===== src/rtl/prog_counter_pkg.sv =====
// Shared types for prog_counter: terminal-behaviour modes, FSM states and mode decoding.
package prog_counter_pkg;

  typedef enum logic [1:0] {
    MODE_HOLD   = 2'b00,
    MODE_WRAP   = 2'b01,
    MODE_BOUNCE = 2'b10
  } mode_e;

  typedef enum logic [1:0] {
    ST_UP   = 2'b00,
    ST_DOWN = 2'b01,
    ST_DONE = 2'b10
  } state_e;

  // The unused encoding 2'b11 behaves as HOLD.
  function automatic mode_e decode_mode(input logic [1:0] raw);
    case (raw)
      2'b01:   decode_mode = MODE_WRAP;
      2'b10:   decode_mode = MODE_BOUNCE;
      default: decode_mode = MODE_HOLD;
    endcase
  endfunction

endpackage


===== src/rtl/tick_divider.sv =====
// Emits a one-cycle tick on every PRESCALE-th enabled cycle; i_clear restarts the count.
module tick_divider
  import prog_counter_pkg::*;
#(
  parameter int PRESCALE = 4
) (
  input  logic i_clk,
  input  logic i_reset_n,
  input  logic i_clear,
  input  logic i_enable,
  output logic o_tick
);

  localparam int CW = (PRESCALE > 1) ? $clog2(PRESCALE) : 1;
  localparam logic [CW-1:0] LAST = CW'(PRESCALE - 1);

  logic [CW-1:0] count_reg;

  assign o_tick = i_enable && (count_reg == LAST);

  always_ff @(posedge i_clk) begin
    if (!i_reset_n || i_clear) begin
      count_reg <= '0;
    end else if (i_enable) begin
      count_reg <= (count_reg == LAST) ? '0 : count_reg + CW'(1);
    end
  end

endmodule


===== src/rtl/prog_counter.sv =====
// Programmable up/down counter with HOLD/WRAP/BOUNCE terminal behaviour.
// Optional advance prescaler is compiled in when PROG_COUNTER_PRESCALE_EN is defined.
module prog_counter
  import prog_counter_pkg::*;
#(
  parameter int WIDTH    = 16,
  parameter int STEP     = 1,
  parameter int PRESCALE = 4
) (
  input  logic             i_clk,
  input  logic             i_reset_n,
  input  logic             i_enable,
  input  logic             i_load,
  input  logic [WIDTH-1:0] i_load_value,
  input  logic [WIDTH-1:0] i_top,
  input  logic [1:0]       i_mode,
  input  logic             i_restart,
  output logic [WIDTH-1:0] o_value,
  output logic             o_hit_top,
  output logic             o_done,
  output logic             o_dir
);

  localparam logic [WIDTH:0]   STEP_EXT = (WIDTH + 1)'(STEP);
  localparam logic [WIDTH-1:0] STEP_W   = WIDTH'(STEP);

  state_e           state_reg, state_next;
  logic [WIDTH-1:0] value_reg, value_next;
  logic             hit_reg, hit_next;
  logic             advance;
  logic [WIDTH:0]   sum_up;
  logic             at_or_past_top;
  logic             reaches_top;
  mode_e            mode;

`ifdef PROG_COUNTER_PRESCALE_EN
  logic tick;
  logic presc_clear;

  assign presc_clear = i_load | (i_enable & i_restart);

  tick_divider #(
    .PRESCALE(PRESCALE)
  ) u_tick_divider (
    .i_clk    (i_clk),
    .i_reset_n(i_reset_n),
    .i_clear  (presc_clear),
    .i_enable (i_enable),
    .o_tick   (tick)
  );

  assign advance = i_enable & tick;
`else
  assign advance = i_enable;
`endif

  // Extra bit keeps value + STEP from wrapping before it is compared with top.
  assign sum_up         = {1'b0, value_reg} + STEP_EXT;
  assign at_or_past_top = value_reg >= i_top;
  assign reaches_top    = sum_up >= {1'b0, i_top};
  assign mode           = decode_mode(i_mode);

  always_comb begin
    state_next = state_reg;
    value_next = value_reg;
    hit_next   = 1'b0;
    if (i_load) begin
      value_next = (i_load_value > i_top) ? i_top : i_load_value;
      state_next = ST_UP;
    end else if (i_enable && i_restart) begin
      value_next = '0;
      state_next = ST_UP;
    end else if (advance) begin
      case (state_reg)
        ST_UP: begin
          // WRAP parks on top for one advance; a top lowered below the count wraps at once and pulses.
          if (mode == MODE_WRAP && at_or_past_top) begin
            value_next = '0;
            hit_next   = (value_reg != i_top) || (i_top == '0);
          end else if (reaches_top) begin
            value_next = i_top;
            hit_next   = 1'b1;
            if (mode == MODE_HOLD) begin
              state_next = ST_DONE;
            end else if (mode == MODE_BOUNCE) begin
              state_next = ST_DOWN;
            end
          end else begin
            value_next = sum_up[WIDTH-1:0];
          end
        end
        ST_DOWN: begin
          if (value_reg > STEP_W) begin
            value_next = value_reg - STEP_W;
          end else begin
            value_next = '0;
            state_next = ST_UP;
          end
        end
        default: begin
        end
      endcase
    end
  end

  always_ff @(posedge i_clk) begin
    if (!i_reset_n) begin
      state_reg <= ST_UP;
      value_reg <= '0;
      hit_reg   <= 1'b0;
    end else begin
      state_reg <= state_next;
      value_reg <= value_next;
      hit_reg   <= hit_next;
    end
  end

  assign o_value   = value_reg;
  assign o_hit_top = hit_reg;
  assign o_done    = (state_reg == ST_DONE);
  assign o_dir     = (state_reg == ST_DOWN);

endmodule


===== config.mk =====
export PLATFORM = sky130hd
export DESIGN_NAME = prog_counter
export DESIGN_NICKNAME = d
export VERILOG_FILES = /design/src/rtl/prog_counter_pkg.sv /design/src/rtl/tick_divider.sv /design/src/rtl/prog_counter.sv
export SDC_FILE = /design/constraint.sdc
export NUM_CORES = 1
export LEC_CHECK = 0
export CAP_MARGIN = 20
export CORE_UTILIZATION = 54
export CTS_CLUSTER_DIAMETER = 30
export DETAILED_ROUTE_END_ITERATION = 7
export GPL_ROUTABILITY_DRIVEN = 1
export GPL_TIMING_DRIVEN = 0
export MAX_ROUTING_LAYER = met4
export PLACE_DENSITY = 0.88
export SLEW_MARGIN = 20
export SYNTH_ARGS = -nofsm -noshare
export SYNTH_HDL_FRONTEND = slang
export SYNTH_SLANG_ARGS = --single-unit

===== constraint.sdc =====
create_clock -name i_clk -period 3.4 [get_ports i_clk]
set_input_delay 0.68 -clock i_clk [delete_from_list [all_inputs] [get_ports i_clk]]
set_output_delay 0.68 -clock i_clk [all_outputs]
set_load 0.1 [all_outputs]

==> reports/metrics.csv, run 1 <==
stage,metric,value,unit
outcome,status,"complete, no violations",
floorplanning,io-pin-count,58,
sta,holdWs,0.525,ns
setup_path,cpPeakStageDelay,0.54,ns
place,port_buffers,56,
global_route,antenna_found_initial,0,
synth,synth.distinct_cells,50,
final_layout,largest_register_ffs,16,
routing,postRouteAntennaNets,0,
synth,synth.area.top_cells,"ha_1, dfxtp_1, o21ai_0",
final_layout,final_area,4180,sq um
sta,drv_slew,0,
routing,routedWlPerCell,20.5,um
sta,worst_pin_slew,1.00,ns
sta,finalSetupViolCount,0,
setup_path,crit_required,3.56,ns
cts,clkLatencyLatePin,0.28,ns
floorplanning,initial_utilization,57.5,%
cts,path_clk_slew,0.10,ns
setup_path,path_buf_inv,4,
power_and_ir_drop,power_density,329,nW/um^2
routing,wl,11.4,mm
floorplanning,core,5240,sq um
setup_path,start_kind,input port,
sta,fmax,296,MHz
floorplanning,die_area,5880,sq um
cts,cts_hold_buf,0,
place,dpl-instance-area,3690,sq um
cts,cts_tree,yes,
synth,synth_top_cell_by_area,ha_1,
final_layout,drive_above_1_share,20.2,%
synth,ys.flop_type,dfxtp_1,
sta,hold_viol,0,
place,hpwl,8.58,mm
synth,ys_ff_latch,19,
sta,finalSetupTns,0,ns
synth,synth_commonest_cells,"ha_1, o21ai_0, nand2_1, nor2_1, inv_1",
place,gp_congestion,0.983,
global_route,grt_usage,38.7,%
cts,cts_root_buffer,clkbuf_8,
setup_path,cp.arrival,3.54,ns
setup_path,path_cells,clkdlybuf4s50_1 > inv_1 > ha_1 > nand2_1 > or4_4 > or3_4 > and2_1 > clkbuf_4 > a32oi_4 > buf_12 > o22ai_1,
floorplanning,num_rows,26,
flow_run,cap_violations,0,
routing,vias,3669,
final_layout,area_growth,38.5,%
global_route,grt_first_pass_wirelength,17.2,mm
cts,cts_buffers,3,
setup_path,end_kind,flip-flop,
global_route,grt_start_max_net_pins,13,
synth,synthArstFlopShare,0,%
routing,first_pass_iters,5,
global_route,overflow,0,
synth,postSynthCellCount,407,
synth,synth_top_area_share,21.6,%
final_layout,finish.utilization,79.7,%
synth,synth.avg_cell_area,7.41,sq um
cts,h-tree-depth,1,
setup_path,path_delay_family,simple AND/OR/NAND/NOR gates,
setup_path,worst_path_max_delay_cell,or4_4,
sta,fin_crit_sh,99.3,%
power_and_ir_drop,peakVddDrop,0.000259,V
setup_path,path_max_fanout,8,
floorplanning,die_y,76.7,um
final_layout,num-nets-final,577,
power_and_ir_drop,leakagePower,1.78,nW
routing,drt_iter0_drc,410,
final_layout,insertedDiodeCount,0,
routing,drc,0,
hold_path,min_path_type,flip-flop to flip-flop,
setup_path,worstSetupPathType,input port to flip-flop,
place,place_inst,533,
routing,viasPerCell,6.61,
cts,clock_path_buffers,2,
sta,fin_skew,0.0101,ns
synth,synth_edf_count,0,
sta,period_needed,3.38,ns
cts,clock_sinks,19,
final_layout,fin_cells,555,
synth,synth.cell_area,3010,sq um
global_route,grt_pass1_vias,3360,
synth,yosysSeqAreaShare,12.6,%
synth,yosysWarnings,0,
synth,yosysMostFrequentCell,ha_1,
floorplanning,die_w,76.7,um
sta,slew_headroom,33.0,%
synth,synth_fp_nets,498,
==> worst paths after layout <==
check | startpoint | to | slack, ns | cells after the start
worst max register to register | o_value[8] | o_value[7] | 0.13 | 16
worst min-delay path | state_reg[1] | state_reg[1] | 0.52 | 2
worst min register to register | state_reg[1] | state_reg[1] | 0.52 | 2
worst max-delay path | i_top[5] | o_value[12] | 0.02 | 11
==> layer usage <==
metal / global-route usage, % / routed length, um / vias up
met5: - / 0 / -
met4: 13.5 / 365 / 0
met3: 7.38 / 1380 / 42
met2: 61.8 / 5120 / 260
met1: 48.5 / 4520 / 1692
li1: - / - / 1675
==> kinds of logic after synthesis <==
logic type / Yosys count / share of synthesized area, %
mux: 8 / 2.66
flops: 19 / 12.6
xor+xnor: 26 / 7.56
compound gates: 113 / 24.5
buf+inv: 45 / 5.94
fa+ha+maj: 52 / 21.6
simple gates: 144 / 25.1
==> metrics by stage <==
| step | worst slack [ns] | power (mW) |
|---|---|---|
| 2_1_floorplan | 0.000410 | 0.839 |
| 3_3_place_gp | -0.656 | 1.05 |
| 3_5_place_dp | -0.696 | 1.07 |
| 4_1_cts | 0.00512 | 1.28 |
| 5_1_grt | -0.0599 | 1.44 |
| 6_report | 0.0229 | 1.37 |
==> worst register-to-register path: stages, from the launching register on <==
cell and delay (ns):
dfxtp_2 0.35, clkbuf_4 0.21, nand2_2 0.10, nor2_4 0.15
nand3_2 0.13, nor2_1 0.17, xor2_1 0.11, ha_1 0.32
nand3_1 0.17, nor3_2 0.21, o211ai_1 0.25, o311ai_4 0.14
buf_6 0.16, buf_4 0.17, mux2i_1 0.22, o31ai_1 0.10
o21a_1 0.18
==> cell type report <==
| class | count | area, sq um |
|---|---|---|
| multi-input combinational | 343 | 2690 |
| sequential | 19 | 412 |
| timing repair buffer | 79 | 762 |
| clock buffer | 3 | 41.3 |
| fill | 382 | 1060 |
| buffer | 17 | 95.1 |
| tap | 70 | 87.6 |
| clock inverter | 1 | 5.00 |
| inverter | 23 | 86.3 |
==> power by group <==
part / internal, mW / switching [mW] / leakage, nW
clock network: 0.0822 / 0.100 / 0.0255
logic: 0.345 / 0.548 / 1.59
registers: 0.251 / 0.0492 / 0.163
total: 0.678 / 0.697 / 1.78
==> repair_timing <==
action	4_1_cts	5_1_grt
setup endpoints to repair	19	18
resized for setup	22	50
setup buffers	8	15
hold endpoints to repair	0	0
pin swaps	9	20
==> cells in the final DEF, fill, tap and decap left out, types with 6 or more instances in the layout <==
master and count:
nor2_1 23, mux2i_1 8, o21ai_0 34, or2_2 7
dfxtp_4 6, clkbuf_1 8, nand3_1 9, o22ai_1 8
xor2_1 12, dfxtp_2 7, clkdlybuf4s50_1 51, buf_4 21
nand2b_1 7, a221oi_1 6, nor4_1 9, xnor2_1 13
inv_1 16, o21a_1 6, nand2_1 33, inv_2 7
ha_1 47, o211ai_1 7, nand4_1 9, a21oi_1 19
nor3_1 8, dfxtp_1 6
Note: power is estimated with default switching activity, not from simulation.
==> run 2: changes to the inputs <==
- CORE_MARGIN: default -> 8
- CORE_UTILIZATION: 54 -> 50
- PLACE_DENSITY: 0.88 -> 0.82
==> run 2 against run 1 <==
  * Setup slack improved by 0.032 ns
  * Highest routed layer unchanged
  * Hold slack improved by 0.025 ns
  * Critical endpoint is now o_value[6]
  * Fmax rose by 0.95%
  * Critical path type unchanged
  * Clock-buffer cell count did not move
  * Flip-flop and latch count did not move
  * Wire length rose by 4.4%
  * Sequential power rose by 2%
  * Largest power group unchanged
  * Utilization fell by 9.8 points
==> reports/metrics.csv, run 2 (synthesis results as in run 1) <==
stage,metric,value,unit,change
floorplanning,initial_utilization,51.2,%,-6.3 points
floorplanning,die_w,93.6,um,+22%
cts,cts_buffers,3,,unchanged
cts,cts_hold_buf,0,,unchanged
routing,wl,11.9,mm,+4.4%
routing,drt_iter0_drc,321,,-22%
cts,cts_tree,yes,,
global_route,grt_pass1_vias,3326,,-1.0%
final_layout,fillers,486,,+27%
setup_path,worstSetupPathType,input port to flip-flop,,
place,port_buffers,56,,unchanged
sta,slew_headroom,32.0,%,-0.94 points
place,hpwl,8.92,mm,+4.0%
sta,worst_pin_slew,1.01,ns,+0.00800 ns
setup_path,rrSetupSlack,0.10,ns,-0.03 ns
power_and_ir_drop,leakagePower,1.74,nW,-2.1%
setup_path,start_kind,input port,,
outcome,status,"complete, no violations",,
final_layout,finish.utilization,69.9,%,-9.8 points
cts,cts_root_buffer,clkbuf_8,,
routing,routedWlPerCell,21.4,um,+4.2%
global_route,antenna_found_initial,0,,unchanged
routing,first_pass_iters,6,,+1
final_layout,largest_register_ffs,16,,unchanged
floorplanning,io-pin-count,58,,unchanged
final_layout,fin_cells,556,,+0.18%
final_layout,insertedDiodeCount,0,,unchanged
cts,h-tree-depth,1,,unchanged
floorplanning,die_y,93.6,um,+22%
global_route,grt_first_pass_wirelength,17.6,mm,+2.7%
cts,clock_sinks,19,,unchanged
power_and_ir_drop,power_density,332,nW/um^2,+0.96%
sta,finalSetupViolCount,0,,unchanged
routing,drc,0,,unchanged
sta,fmax,299,MHz,+0.95%
place,place_inst,538,,+0.94%
floorplanning,num_rows,28,,+7.7%
final_layout,area_growth,36.5,%,
final_layout,final_cell_mix,"clkdlybuf4s50_1, ha_1, nand2_1, o21ai_0, nor2_1",,
power_and_ir_drop,peakVddDrop,0.000198,V,-23%
global_route,grt_usage,26.5,%,-12 points
sta,drv_slew,0,,unchanged
routing,vias,3579,,-2.5%
sta,fin_skew,0.0162,ns,+0.00608 ns
sta,timing.final.ws_setup,0.0546,ns,+0.0317 ns
global_route,grt_start_max_net_pins,13,,unchanged
setup_path,path_max_fanout,9,,+1
setup_path,end_kind,flip-flop,,
sta,period_needed,3.35,ns,-0.0317 ns
cts,path_clk_slew,0.10,ns,about the same
sta,hold_viol,0,,unchanged
cts,clock_path_buffers,2,,unchanged
global_route,met2_usage,39.7,%,-22 points
global_route,overflow,0,,unchanged
sta,holdWs,0.550,ns,+0.0250 ns
setup_path,cp.arrival,3.49,ns,-0.05 ns
global_route,busiest_layer,met2,,
final_layout,layout_commonest_cell,clkdlybuf4s50_1,,
flow_run,cap_violations,0,,unchanged
floorplanning,die_area,8770,sq um,+49%
global_route,met1_usage,34.5,%,-14 points
floorplanning,core,5890,sq um,+12%
setup_path,crit_required,3.54,ns,-0.02 ns
routing,viasPerCell,6.44,,-2.6%
final_layout,drive_above_1_share,17.9,%,-2.3 points
place,dp_slack,-0.638,ns,+0.0578 ns
hold_path,min_path_type,flip-flop to flip-flop,,
global_route,gr-usage-met3,3.85,%,-3.5 points
place,gp_congestion,0.984,,about the same
routing,postRouteAntennaNets,0,,unchanged
sta,fin_crit_sh,98.4,%,-0.93 points
final_layout,num-nets-final,573,,-0.69%
cts,clkLatencyLatePin,0.27,ns,about the same
-- run 2: critical path: stages --
cell             delay [ns]
clkdlybuf4s50_1        0.48
inv_1                  0.11
ha_1                   0.33
nand4_1                0.19
or4_4                  0.47
or3_4                  0.40
and2_1                 0.18
buf_4                  0.18
a32oi_4                0.23
buf_12                 0.16
o22ai_1                0.07
-- run 2: path summary, 6_finish.rpt --
check / from / cells past startpoint / to
worst max register to register: o_value[1] / 14 / o_value[9]
worst max-delay path: i_top[14] / 11 / o_value[6]
worst min register to register: state_reg[1] / 2 / state_reg[1]
worst min-delay path: state_reg[1] / 2 / state_reg[1]
-- run 2: power by group --
part           internal [mW]  switching [mW]
clock                 0.0820          0.0978
sequential             0.251          0.0539
combinational          0.342           0.541
total                  0.675           0.693
-- run 2: cell type report --
cell class / count / area (sq um) / share of cell area (%)
flip-flops and latches: 19 / 412 / 10.0
clock buffers: 3 / 41.3 / 1.00
repair buffers: 76 / 749 / 18.2
inverters: 23 / 86.3 / 2.10
clock inverters: 1 / 5.00 / 0.122
well taps: 75 / 93.8 / 2.28
multi-input cells: 343 / 2640 / 64.1
plain buffers: 16 / 87.6 / 2.13
-- run 2: per-layer routing --
metal	part of all wire [%]	wire, um
met5	0	0
met4	4.1	481
met3	8.1	956
met2	44	5210
met1	44	5230
-- run 2: stage by stage --
step | area [sq um] | power, mW | setup TNS, ns
2_1_floorplan | 3040 | 0.839 | 0
3_3_place_gp | 3690 | 1.07 | -10.36
3_5_place_dp | 3690 | 1.07 | -10.07
4_1_cts | 3830 | 1.28 | 0
5_1_grt | 4110 | 1.44 | -0.122
6_report | 4110 | 1.37 | 0
-- run 2: what timing repair did --
| item | 4_1_cts | 5_1_grt |
|---|---|---|
| endpoints found under the setup margin | 19 | 19 |
| pin swaps | 4 | 12 |
| buffers inserted | 6 | 14 |
| gates resized for setup | 18 | 38 |
==> run 3: changes to the inputs <==
- SKIP_LAST_GASP: default -> 1
==> results of run 3 <==
Final layout, timing and power as in run 2 (identical DEF).
